File: src/rtl/decode_execute_pipe.sv
// Decode-to-execute pipeline register with valid/ready handshake, one-entry skid buffer
// and synchronous flush. M drives the outputs; S catches the bundle accepted during a stall.
module decode_execute_pipe #(
    parameter int DATA_W = 16,
    parameter int IMM_W  = 16,
    parameter int REG_W  = 4,
    parameter int CTRL_W = 8
) (
    input  logic              clk,
    input  logic              rst_n,
    input  logic              flush,
    input  logic              in_valid,
    output logic              in_ready,
    input  logic [DATA_W-1:0] rd1_in,
    input  logic [DATA_W-1:0] rd2_in,
    input  logic [IMM_W-1:0]  imm_in,
    input  logic [REG_W-1:0]  dst_in,
    input  logic [REG_W-1:0]  src1_in,
    input  logic [REG_W-1:0]  src2_in,
    input  logic [CTRL_W-1:0] ctrl_in,
    output logic              out_valid,
    input  logic              out_ready,
    output logic [DATA_W-1:0] rd1_out,
    output logic [DATA_W-1:0] rd2_out,
    output logic [IMM_W-1:0]  imm_out,
    output logic [REG_W-1:0]  dst_out,
    output logic [REG_W-1:0]  src1_out,
    output logic [REG_W-1:0]  src2_out,
    output logic [CTRL_W-1:0] ctrl_out
);

    localparam int BW = 2*DATA_W + IMM_W + 3*REG_W + CTRL_W;

    typedef enum logic [1:0] {EMPTY = 2'd0, ONE = 2'd1, FULL = 2'd2} state_t;

    state_t          state, state_next;
    logic [BW-1:0]   m_q, s_q, bundle_in;
    logic            accept, drain;
    logic            load_m_in, load_m_skid, load_s;

    assign bundle_in = {rd1_in, rd2_in, imm_in, dst_in, src1_in, src2_in, ctrl_in};
    assign {rd1_out, rd2_out, imm_out, dst_out, src1_out, src2_out, ctrl_out} = m_q;

    // Both handshake outputs decode straight from the state register, so
    // in_ready never depends combinationally on out_ready.
    assign out_valid = (state != EMPTY);
    assign in_ready  = (state != FULL);

    assign accept = in_valid & in_ready;
    assign drain  = out_valid & out_ready;

    always_comb begin
        state_next  = state;
        load_m_in   = 1'b0;
        load_m_skid = 1'b0;
        load_s      = 1'b0;
        case (state)
            EMPTY: begin
                if (accept) begin
                    state_next = ONE;
                    load_m_in  = 1'b1;
                end
            end
            ONE: begin
                if (accept && drain) begin
                    load_m_in = 1'b1;
                end else if (accept) begin
                    state_next = FULL;
                    load_s     = 1'b1;
                end else if (drain) begin
                    state_next = EMPTY;
                end
            end
            FULL: begin
                if (drain) begin
                    state_next  = ONE;
                    load_m_skid = 1'b1;
                end
            end
            default: state_next = EMPTY;
        endcase
    end

    // Flush is treated exactly like reset: contents squashed to a NOP bubble.
    always_ff @(posedge clk) begin
        if (!rst_n || flush) begin
            state <= EMPTY;
            m_q   <= '0;
            s_q   <= '0;
        end else begin
            state <= state_next;
            if (load_m_in)
                m_q <= bundle_in;
            else if (load_m_skid)
                m_q <= s_q;
            if (load_s)
                s_q <= bundle_in;
        end
    end

endmodule

File: config.mk
export PLATFORM = sky130hd
export DESIGN_NAME = decode_execute_pipe
export DESIGN_NICKNAME = d
export VERILOG_FILES = /design/src/rtl/decode_execute_pipe.sv
export SDC_FILE = /design/constraint.sdc
export NUM_CORES = 1
export LEC_CHECK = 0
export ABC_CLOCK_PERIOD_IN_PS = 1300
export BUFFER_PORTS_ARGS = -buffer_cell sky130_fd_sc_hd__clkbuf_2
export CAP_MARGIN = 5
export CORE_MARGIN = 2
export CORE_UTILIZATION = 47
export DETAILED_ROUTE_END_ITERATION = 8
export HOLD_SLACK_MARGIN = 0.15
export PLACE_DENSITY = 0.75
export SLEW_MARGIN = 20
export SYNTH_ARGS = -nofsm -noshare
export SYNTH_HDL_FRONTEND = slang
export SYNTH_SLANG_ARGS = --single-unit
File: constraint.sdc
create_clock -name clk -period 1.3 [get_ports clk]
set_input_delay 0.13 -clock clk [delete_from_list [all_inputs] [get_ports clk]]
set_output_delay 0.13 -clock clk [all_outputs]
set_load 0.1 [all_outputs]
Yosys cells after proc, flatten, opt, wreduce, memory -nomap -nowiden
Cells that the tools add are included.
- register bits after elaboration: 138
- input bits: 73
- output and inout port bits: 70
- logic and storage cells: 34
- eq/ne operators: 7
- multiplexer cells: 15
- bitwise logic cells: 2
- reduce and logical (&&, ||, !) cells: 7
- operator list (kind ; number):
    68-bit 2-to-1 mux ; 2
    2-bit 2-to-1 mux ; 5
    2-bit != test (second input constant) ; 4
    1-bit 2-to-1 mux ; 6
    2-bit case mux with 3 select lines ; 1
    4-bit AND reduction ; 1
    2-bit nonzero test ; 2
    3-bit != test (second input constant) ; 1
    1-bit bitwise AND ; 2
    2-bit by 1-bit equality test with 1-bit output (second input constant) ; 1
    2-bit equality test (second input constant) ; 1
    2-bit logical NOT ; 1
    1-bit case mux with 2 select lines ; 1
    1-bit logical AND ; 1
    1-bit logical NOT ; 1
    1-bit logical OR ; 1

Depth between registers and ports, before layout
- depth in word-level cells: 6
- gate-level depth with buffers: 6
- depth with buffers taken out: 3

Worst setup path before layout
OpenSTA, ideal clock, no wires.
- path type: reg-to-reg
- start point: reg state[0]
- end point: reg state[1]
- setup time: 174 ps
- arrival time: 1316 ps
- data required time: 1126 ps
- slack: -190 ps
- stages on the path, launching flop included: 3
- buffers on the path: 0
- period minus slack after synthesis: 1490 ps
- cell sequence: dfxtp_1 -> nand2b_1 -> a211oi_1
- cells in the longest elaborated chain, start to end: 5
- elaborated cells between the ends (all ways): 16
- those cells by class: 7 x eq/ne; 3 x mux; 2 x bitwise; 4 x reduce/logical
- RTL lines (element ; line ; text):
    from (decl) ; 36 ; state_t state, state_next;
    from (signal assigned) ; 91 ; state <= state_next;
    2-bit != test * ; 47 ; assign in_ready = (state != FULL);
    net in_ready ; 13 ; output logic in_ready,
    1-bit bitwise AND * ; 49 ; assign accept = in_valid & in_ready;
    2-bit 2-to-1 mux or 1-bit logical AND (tied branches) ; 67, 65 ;
    2-bit 2-to-1 mux or 2-bit != test (tied branches) ; - ;
    2-bit case mux with 3 select lines or 4-bit AND reduction (tied branches) ; - ;
The timed path passes the listed nets; every way through them passes the cells marked *. The select of a mux whose other input is x is not followed.
A chain may end at the register's enable or synchronous reset.

Final worst setup path
- start point: reg state[1]
- end point: reg m_q[25]
- cells in the longest elaborated chain, start to end: 6
- elaborated cells between the ends (all ways): 15
- those cells by class: 3 x eq/ne; 6 x mux; 2 x bitwise; 4 x reduce/logical
- RTL lines (element ; line ; text):
    2-bit != test or 2-bit nonzero test (tied branches) ; 47, 46 ;
    1-bit bitwise AND, on equally long branches ; 49, 50 ;
    1-bit logical AND ; 65 ; if (accept && drain) begin
    1-bit 2-to-1 mux ; 65 ;
    1-bit case mux with 2 select lines ; 57 ; case (state)
    68-bit 2-to-1 mux or 2-bit nonzero test (tied branches) ; - ;
    to (signal assigned) ; 93 ; m_q <= bundle_in;
    to (signal assigned) ; 95 ; m_q <= s_q;
    to (decl) ; 37 ; logic [BW-1:0] m_q, s_q, bundle_in;
Parallel ways exist; a longest one is shown, timed or not.

==> results.toml <==
[routing]
post-route-drc-count = 0
via_count = 6042
drt_first_pass_iters = 7
wl_per_cell_um = 27.0
routed_wl_um = 25500
viasPerCell = 6.39
ant_nets = 0
first_iter_violations = 499

[power]
vdd_drop_max_mv = 1.06
power.density_mw_per_mm2 = 1150
power.leakage_nw = 4.20
total_power_mw = 11.5

[cts]
htree_levels = 4
cts_sinks = 138
insertion_delay_ps = 550
cts_tree = "yes"
cts_buffer_depth = 2
cts_buffers = 17
clkTransAtPathRegs_ps = 70
cts_root_buf = "clkbuf_8"
postCtsHoldBufs = 72

[placement]
hpwl_um = 8780
io_buffer_count = 142
dpl_worst_slack_ps = -122
gp_congestion = 0.768

[die]
start_util_pct = 48.5
dieArea_mm2 = 0.0121
ioPinCount = 143
dieHeight_um = 110
core-area_mm2 = 0.0109
rows = 38
die_w_um = 110

[timing]
max_freq_mhz = 627
finalCriticalPeriod_ps = 1590
finalCritPeriodShare_pct = 123
rsz0062_at_grt = "true"
setup_violations = 150
max_slew_margin_pct = 75.5
hold_viol_final = 0
slew_viol_final = 0
finalClockSkew_ps = 16.2
max_slew.worst_pin.slew_ps = 367
final.setup.worst_slack_ps = -294

[logic_synthesis]
syn-num-nets = 624
ys_ff_latch = 138
seq_area_frac_synth_pct = 52.3
synth_area_mm2 = 0.00528
syn_area_per_cell_um2 = 9.58
yosysWarnings = 0
syn_inst = 551
synth_cell_type_count = 25

[finish]
multi_input_area_mm2 = 0.00339
area_growth_pct = 89.7
num-fill-cells = 339
nets = 863
drive_gt1_share_pct = 58.9
seqCellArea_mm2 = 0.00279

[global_routing]
grt_max_degree = 39
met3_usage_pct = 7.23
top_usage_layer = "met2"
grt_first_pass_wirelength_um = 28100
use_met1_pct = 36.3
antenna_found_initial = 1
grtUsageMet2_pct = 51.2
overflow = 0
grt_usage_pct = 30.7
grt_pass1_vias = 5422

[setup_path]
worst_setup_path_end_kind = "flop"
cp.arrival_ps = 2030
critPathRequiredTime_ps = 1740
startpoint_type = "flop"
crit_fanout = 8
criticalPathCategory = "reg2reg"

[status]
violations = "setup timing"
status = "finished with violations"

[worst_hold_path]
min_path_type = "in2reg"

[flow_run]
cap_violations = 0
## cells in the final DEF (no fill, tap or decap), drive strengths merged, types with 2 or more instances in the layout
master         n
mux2i          3
dlygate4sd3   72
o221a         65
clkinv         5
a21oi         71
diode          2
clkbuf       107
clkinvlp       3
o31ai          3
bufinv         2
nand2        137
dfxtp        138
nor2b          2
nand3b         2
nand2b         3
or2            2
o21a          65
buf          116
## routing by layer
metal  routed length (um)  part of all wire [%]
met5                    0                     0
met4                 1810                   7.1
met3                 2250                   8.8
met2                12500                    49
met1                 8980                    35
## per-stage QoR
stage / std cells / util [%] / setup TNS (ps) / hold slack (ps) / instance area, um^2
final: 945 / 92.0 / -27430 / 119 / 10000
after global routing: 944 / 92.0 / -30730 / 169 / 10000
after CTS: 931 / 80.5 / -18930 / 98.1 / 8770
after detailed placement: 803 / 59.8 / -5650 / 376 / 6510
after global placement: 803 / 59.8 / -3740 / 367 / 6510
after floorplan: 551 / - / -2570 / 195 / 5300
## where the power goes
group,leakage [nW],total [mW],switching [mW],internal (mW)
sequential,1.13,4.46,0.114,4.35
clock,0.274,4.80,1.97,2.83
combinational,2.79,2.26,1.42,0.840
total,4.20,11.5,3.50,8.01
## worst max-delay path: stages (launching register included)
cell      delay [ps]
dfxtp_2          350
buf_6            100
buf_4            100
nand3b_1         120
buf_6            170
buf_12           150
buf_16           140
o21a_1           210
o221a_4          130
## what timing repair did
action / 4_1_cts / 5_1_grt
gates resized for setup: 117 / 286
endpoints found under the setup margin: 162 / 170
pin swaps: 5 / 122
buffers inserted: 14 / 5
hold endpoints to repair: 138 / 1
cloned: 11 / 12
## flip-flops by register name, summed over array words and instances, names as in the netlist
| signal | flops |
|---|---|
| m_q | 68 |
| s_q | 68 |
| state | 2 |
## kinds of logic (layout without fill, tap and decap cells)
family	Yosys count	count (layout)	synth area share [%]
AO/OA/AOI/OAI	207	207	30.6
buffers and inverters	54	306	4.86
flip-flops	138	138	52.3
multiplexers	3	3	0.569
other	0	2	0
AND/OR/NAND/NOR	149	149	11.7
## worst paths after layout
| check | from | to | slack, ps | cells past startpoint |
|---|---|---|---|---|
| setup / recovery | state[1] | m_q[25] | -290 | 8 |
| hold / removal | in_valid | m_q[42] | 120 | 5 |
| setup reg to reg | state[1] | m_q[25] | -290 | 8 |
| hold reg to reg | s_q[34] | s_q[34] | 480 | 2 |
## cell type report
cell class / count / share of cell area, %
antenna: 2 / 0.0500
clock buffer: 21 / 4.48
clock inverter: 11 / 1.20
multi-input combinational: 359 / 33.9
sequential: 138 / 27.8
tap: 140 / 1.75
timing repair buffer: 274 / 30.8
## Yosys cell counts (all sizes together)
master,number,area share [%]
a211oi,1,0.14
a21oi,71,6.7
a31oi,1,0.12
and4bb,1,0.24
buf,29,3.1
clkbuf,25,1.8
dfxtp,138,52
mux2i,3,0.57
nand2,137,9.7
nand2b,3,0.50
nand3b,2,0.28
nand4bb,1,0.21
nor2,1,0.071
nor2b,2,0.38
o21a,65,9.2
o21ai,1,0.095
o221a,65,14
o31ai,3,0.43
or2,2,0.24
Note: power is estimated with default switching activity, not from simulation.
